## config.mk

```make
export PLATFORM = sky130hd
export DESIGN_NAME = alarm_ring_controller
export DESIGN_NICKNAME = d
export VERILOG_FILES = /design/src/rtl/alarm_ring_controller.sv
export SDC_FILE = /design/constraint.sdc
export NUM_CORES = 1
export LEC_CHECK = 0
export CAP_MARGIN = 40
export CORE_ASPECT_RATIO = 0.9
export CORE_MARGIN = 5
export CORE_UTILIZATION = 35
export CTS_CLUSTER_SIZE = 30
export DETAILED_ROUTE_END_ITERATION = 8
export PLACE_DENSITY = 0.56
export REMOVE_ABC_BUFFERS = 1
export SYNTH_ARGS = -nofsm -noshare
export SYNTH_HDL_FRONTEND = slang
export SYNTH_SLANG_ARGS = --single-unit
```

## constraint.sdc

```tcl
create_clock -name clk -period 2.2 [get_ports clk]
set_input_delay 0.33 -clock clk [delete_from_list [all_inputs] [get_ports clk]]
set_output_delay 0.33 -clock clk [all_outputs]
set_load 0.02 [all_outputs]
```

## src/rtl/alarm_ring_controller.sv

```systemverilog
// rtl/alarm_ring_controller.sv - alarm ring/snooze/lockout sequencer with blinking LED
module alarm_ring_controller #(
   parameter int RING_TIMEOUT_S = 60,
   parameter int SNOOZE_S       = 300,
   parameter int MAX_SNOOZE     = 3,
   parameter int SCW            = $clog2(MAX_SNOOZE + 1)
) (
   input  logic           clk,
   input  logic           rst,
   input  logic           tick_1hz,
   input  logic           alarm_enable,
   input  logic           time_match,
   input  logic           stop_btn,
   input  logic           snooze_btn,
   output logic           ringing,
   output logic           alarm_led,
   output logic           snooze_led,
   output logic [SCW-1:0] snooze_count,
   output logic [2:0]     state_out
);

   localparam int RCW = $clog2(RING_TIMEOUT_S + 1);
   localparam int SZW = $clog2(SNOOZE_S + 1);

   typedef enum logic [2:0] {
      S_IDLE    = 3'd0,
      S_ARMED   = 3'd1,
      S_RINGING = 3'd2,
      S_SNOOZE  = 3'd3,
      S_LOCKOUT = 3'd4
   } state_t;

   state_t         state;
   logic [RCW-1:0] ring_cnt;
   logic [SZW-1:0] snz_cnt;
   logic           blink;

   always_ff @(posedge clk or posedge rst) begin
      if (rst) begin
         state        <= S_IDLE;
         ring_cnt     <= '0;
         snz_cnt      <= '0;
         snooze_count <= '0;
         blink        <= 1'b0;
      end else if (!alarm_enable) begin
         state        <= S_IDLE;
         ring_cnt     <= '0;
         snz_cnt      <= '0;
         snooze_count <= '0;
         blink        <= 1'b0;
      end else begin
         case (state)
            S_IDLE: state <= S_ARMED;
            S_ARMED: begin
               if (time_match) begin
                  state        <= S_RINGING;
                  ring_cnt     <= '0;
                  blink        <= 1'b1;
                  snooze_count <= '0;
               end
            end
            S_RINGING: begin
               // buttons take precedence; a tick in the same clk is dropped
               if (stop_btn) begin
                  state <= S_LOCKOUT;
               end else if (snooze_btn && (snooze_count < SCW'(MAX_SNOOZE))) begin
                  state        <= S_SNOOZE;
                  snooze_count <= snooze_count + 1'b1;
                  snz_cnt      <= '0;
               end else if (tick_1hz) begin
                  blink <= ~blink;
                  if (ring_cnt == RCW'(RING_TIMEOUT_S - 1))
                     state <= S_LOCKOUT;
                  else
                     ring_cnt <= ring_cnt + 1'b1;
               end
            end
            S_SNOOZE: begin
               if (stop_btn) begin
                  state <= S_LOCKOUT;
               end else if (tick_1hz) begin
                  if (snz_cnt == SZW'(SNOOZE_S - 1)) begin
                     state    <= S_RINGING;
                     ring_cnt <= '0;
                     blink    <= 1'b1;
                  end else begin
                     snz_cnt <= snz_cnt + 1'b1;
                  end
               end
            end
            // wait for the matching minute to pass so the alarm cannot retrigger
            S_LOCKOUT: begin
               if (!time_match)
                  state <= S_ARMED;
            end
            default: state <= S_IDLE;
         endcase
      end
   end

   assign ringing    = (state == S_RINGING);
   assign alarm_led  = ringing & blink;
   assign snooze_led = (state == S_SNOOZE);
   assign state_out  = state;

endmodule

```

Word level (Yosys, flattened, before mapping)
Index checks and enable logic that the tools add are counted.
{ "classes": {"div_mod_pow": 0, "n_eq_ne": 24, "bitwise_logic": 2, "multipliers": 0, "mux": 42, "n_addsub": 3, "reduce_logical": 7, "magnitude_cmp": 1, "shifts": 0} }
{ "ops": {"columns": ["op", "count"], "rows": [
  ["$mux 6", 9],
  ["$mux 9", 6],
  ["$mux 3", 10],
  ["$ne 3x3->1 const B", 9],
  ["$pmux 6 s3", 1],
  ["$pmux 9 s2", 1],
  ["$pmux 3 s5", 1],
  ["$reduce_and 6->1", 2],
  ["$add 9x1->9 const B", 1],
  ["$eq 9x9->1 const B", 1],
  ["$reduce_and 9->1", 1],
  ["$mux 1", 8],
  ["$mux 2", 4],
  ["$reduce_and 8->1", 1],
  ["$add 6x1->6 const B", 1],
  ["$eq 3x2->1 const B", 2],
  ["$eq 6x6->1 const B", 1],
  ["$ne 3x1->1 const B", 2],
  ["$ne 3x2->1 const B", 2],
  ["$ne 5x3->1 const B", 1],
  ["$ne 5x4->1 const B", 1],
  ["$ne 4x1->1 const B", 1],
  ["$ne 4x3->1 const B", 1],
  ["$ne 4x4->1 const B", 1],
  ["other kinds (11)", 11]
]} }
{ "word_totals": {"register_bits": 21, "wordCells": 84, "inputBits": 7, "n_memories": 0, "latch_bits": 0, "romBits": 0, "out_inout_bits": 8, "mem_bits_rw": 0} }

Logic depth before layout (Yosys ltp)
{ "logic_depth": {"word_depth": 7, "ltp_mapped": 8, "depth_no_buf": 6} }

Worst setup path before layout
Ideal clock, no wire load.
{ "synth_path": {"path_type": "reg2reg", "from": "register snz_cnt[2]", "to": "register ring_cnt[0]", "slack_ps": 63, "t_required_ps": 2075, "setup_time_ps": 125, "arrival_ps": 2012, "n_path_buf": 1, "synth_period_minus_slack_ps": 2137, "path_stages_with_launch": 7, "path_cell_list": "dfrtp_1 or4b_4 o21bai_4 o21ai_2 or3_1 buf_6 mux2_4"} }
{ "synth_between": {"elab_chain_cells": 3} }
{ "synth_rtl": {"columns": ["element", "line", "rtl"], "rows": [
  ["from (decl)", "35", "logic [SZW-1:0] snz_cnt;"],
  ["from (signal assigned)", "87", "snz_cnt <= snz_cnt + 1'b1;"],
  ["$eq 9x9->1", "82", "if (snz_cnt == SZW'(SNOOZE_S - 1)) begin"],
  ["$ne 3x2->1 (no line)", null, null],
  ["$reduce_and 9->1 (no line)", null, null],
  ["to (signal assigned)", "75", "ring_cnt <= ring_cnt + 1'b1;"],
  ["to (decl)", "34", "logic [RCW-1:0] ring_cnt;"]
]} }
No other way between the ends.
A chain may end at the register's enable or synchronous reset.

Final worst setup path
{ "layout_path": {"from": "register state[0] (netlist: state_out[0])", "to": "output alarm_led"} }
{ "layout_between": {"elab_chain_cells": 2} }
{ "layout_rtl": {"columns": ["element", "line", "rtl"], "rows": [
  ["from (decl)", "33", "state_t state;"],
  ["from (signal assigned)", "40", "state <= S_IDLE;"],
  ["from (signal assigned)", "46", "state <= S_IDLE;"],
  ["from (signal assigned)", "53", "S_IDLE: state <= S_ARMED;"],
  ["$eq 3x2->1", "101", "assign ringing = (state == S_RINGING);"],
  ["$and 1x1->1", "102", "assign alarm_led = ringing & blink;"],
  ["to (decl)", "16", "output logic alarm_led,"]
]} }
No other way between the ends.

==> key figures <==
Worst setup path
  • Reg2Reg Setup Slack: 0.11 ns
  • WP data required: 1.87 ns
  • Setup CP Type: reg -> out
  • Critical-path maximum fanout: 14
  • CP arrival: 1.78 ns
  • Worst setup EP type: primary output
  • CP Launch Type: flip-flop

Synthesis
  • Yosys warns: 0
  • Commonest cells in the netlist: 21 x dfrtp_1, 15 x o21ai_0, 12 x nor2_1
  • EDFF count, synth: 0
  • Top_reg_cell synth: dfrtp_1
  • Async S/R FF share, synth: 100%
  • Ranking of synthesized cells by area: dfrtp_1 37%, o21ai_0 5.3%, o31ai_1 5.3%, nor2_1 3.2%, and3_1 3.1%
  • Post-synthesis cell count: 158
  • Seq/Total Area, Yosys: between 30% and 40%
  • Flops & latches, synth: 21
  • Cell variety after synth: 47
  • Synthesized area: 1410 um^2
  • Top-count cell post-synth: dfrtp_1
  • Synth top area share: between 30% and 40%
  • Yosys top cell by area: dfrtp_1
  • Avg Inst Size Synth: between 8 and 9 um^2

Timing
  • Clock skew: 0.00415 ns
  • Setup TNS Final: 0 ns
  • Worst slew margin: between 60% and 70%
  • Final Cycle Share: 95.8%
  • RSZ-0062 raised after global routing: false
  • Min cycle time layout: 2.11 ns
  • Worst-Margin Slew: 0.546 ns
  • Final Hold Vio Count: 0
  • Final slew viol count: 0
  • Max Freq: between 400 and 500 MHz
  • Finish-stage setup viols: 0

Die
  • Die Footprint: 5410 um^2
  • Core area: 3990 um^2
  • Row count: 22
  • Die span in y: between 70 and 80 um
  • Die width: approximately 77 um
  • Io pins: 15
  • Starting density of the core: a little over a third

Layout
  • Area Growth Syn to Fin: 28.3%
  • Final nets: 201
  • FILL cells: 374
  • Post-layout util: roughly 45%
  • Share of cells above drive strength 1: 22.6%
  • Inserted Diodes: 0

Clock network
  • Clk_lat worst skew: 0.26 ns
  • Clock sink total: 21
  • TritonCTS clock tree: built
  • Post-CTS Hold Fix Bufs: 0
  • CTS Buffer Depth: 2
  • Htree depth: 1
  • Clock buffer count from CTS: 3
  • # Post-CTS Setup Buffers: 0
  • Clock root cell: clkbuf_8
  • Worst-path clk slew: about 0.08 ns

Pwr
  • Leakage Power: between 0.8 and 0.9 nW
  • P_sw: ~0.59 mW
  • VDD IR max: 0.000392 V
  • P per Cell Area: slightly above 800 nW/um^2
  • Sequential Power Share: approximately 34%
  • Clock power share: 17.4%
  • Sw Ratio: 38.9%
  • Combinational power share: 48.2%
  • Power Internal: 0.917 mW

Global route
  • First-pass GRT wire length: 6.18 mm
  • Gr busiest metal: met2
  • Met3 Use GR: under 10%
  • Met2 Usage GRT: 21.8%
  • Number of global-route vias before repair: 1,263
  • Met1 usage: 19.1%
  • GRT overflow: 0
  • Initial antenna violation count: 0
  • Largest net degree at the start of global routing: 22
  • Gr usage total: 13.8%

Run status
  • Outcome: completed

Placed design
  • Buffers added on ports: 14
  • Gp weighted congestion: just over 0.8
  • Post-DP HPWL: 2.68 mm

Route
  • Via count of the routed design: 1,363
  • DRC Markers: 0
  • Routed len/inst: 15.9 um
  • Drt pass-1 iters: 5
  • DRT iter0 DRCs: 127
  • Vias per Instance: ~5.7
  • ANT nets after route: 0
  • Wirelength, routed: approximately 3.8 mm

Hold path
  • HP Class: in -> async

Job
  • Max-cap viol count: 0
critical path, cell delays in order (launching register included):
cell and delay (ns):
dfrtp_1 0.54, inv_2 0.19, and3_1 0.19, clkdlybuf4s50_1 0.61
power groups by stage:
stage	Clock, mW	Sequential, mW	Combinational, mW
3_5_place_dp	0	0.517	0.696
6_report	0.261	0.517	0.725
3_3_place_gp	0	0.517	0.685
2_1_floorplan	0	0.535	0.354
4_1_cts	0.269	0.510	0.700
5_1_grt	0.285	0.528	0.784
placed cells by master (no fill, tap or decap), types with 3 or more instances in the layout:
cell type        Yosys  final
buf_4                0     24
nor2b_1              6      5
inv_1                5      4
clkdlybuf4s50_1      0     14
o21ai_0             15     15
nor3_1               3      3
o22ai_1              3      3
a22o_1               3      3
nand3_1              6      6
and3_1               7      7
a21oi_1              4      4
nand2_1             10     10
o31ai_1             10     10
ha_1                 3      3
nor2_1              12     12
clkbuf_8             0      3
nand2b_1             3      3
dfrtp_1             21     19
cell families (layout without fill, tap and decap cells):
logic type	count (synthesis)	count (layout)	share of synthesized area, %
DFF	21	21	37.2
muxes	4	4	3.36
and+or+nand+nor	59	59	23.4
AOI/OAI and AO/OA	55	55	28.1
xor gates and xnor gates	1	1	0.620
buffers and inverters	15	47	4.69
adders and majority gates	3	3	2.66
flip-flops by register name (all words and copies together) (netlist names):
register      cells
blink             1
ring_cnt          6
snooze_count      2
snz_cnt           9
state_out         3
stage by stage:
stage | hold slack [ns] | worst slack, ns | cells | total power, mW | instance area [um^2]
floorplan | 0.307 | 0.0865 | 148 | 0.889 | 1370
global placement | 0.492 | -0.0255 | 234 | 1.20 | 1750
detailed placement | 0.499 | -0.0325 | 234 | 1.21 | 1750
CTS | 0.410 | 0.00293 | 238 | 1.48 | 1800
global route | 0.440 | 0.00341 | 238 | 1.60 | 1810
finish | 0.395 | 0.0920 | 238 | 1.50 | 1810
what timing repair did:
| item | in CTS | in global routing |
|---|---|---|
| gates resized for setup | 1 | 6 |
| pin swaps | 0 | 0 |
| endpoints found under the setup margin | 2 | 12 |
cell type report:
cell class	instances	area (um^2)	share of cell area, %
flip-flops and latches	21	528	29.1
clock buffers	3	41.3	2.28
inverters	5	18.8	1.03
repair buffers	38	320	17.7
well taps	48	60.1	3.31
clock inverters	1	5.00	0.276
multi-input cells	122	841	46.3
worst paths after layout:
| path | from | to | cells after the start |
|---|---|---|---|
| hold / removal | rst | snz_cnt[4] | 3 |
| setup / recovery | state_out[0] | alarm_led | 3 |
| setup reg to reg | snz_cnt[2] | ring_cnt[0] | 5 |
| max in group asynchronous | rst | state_out[2] | 3 |
| hold reg to reg | snz_cnt[7] | snz_cnt[7] | 1 |
| min in group clk | snz_cnt[7] | snz_cnt[7] | 1 |
per-layer routing:
metal,vias to the layer above,wire length [um]
li1,652,-
met1,672,1720
met2,35,1880
met3,4,140
met4,0,32
met5,-,0
No activity file was read; power rests on OpenSTA's default activity.
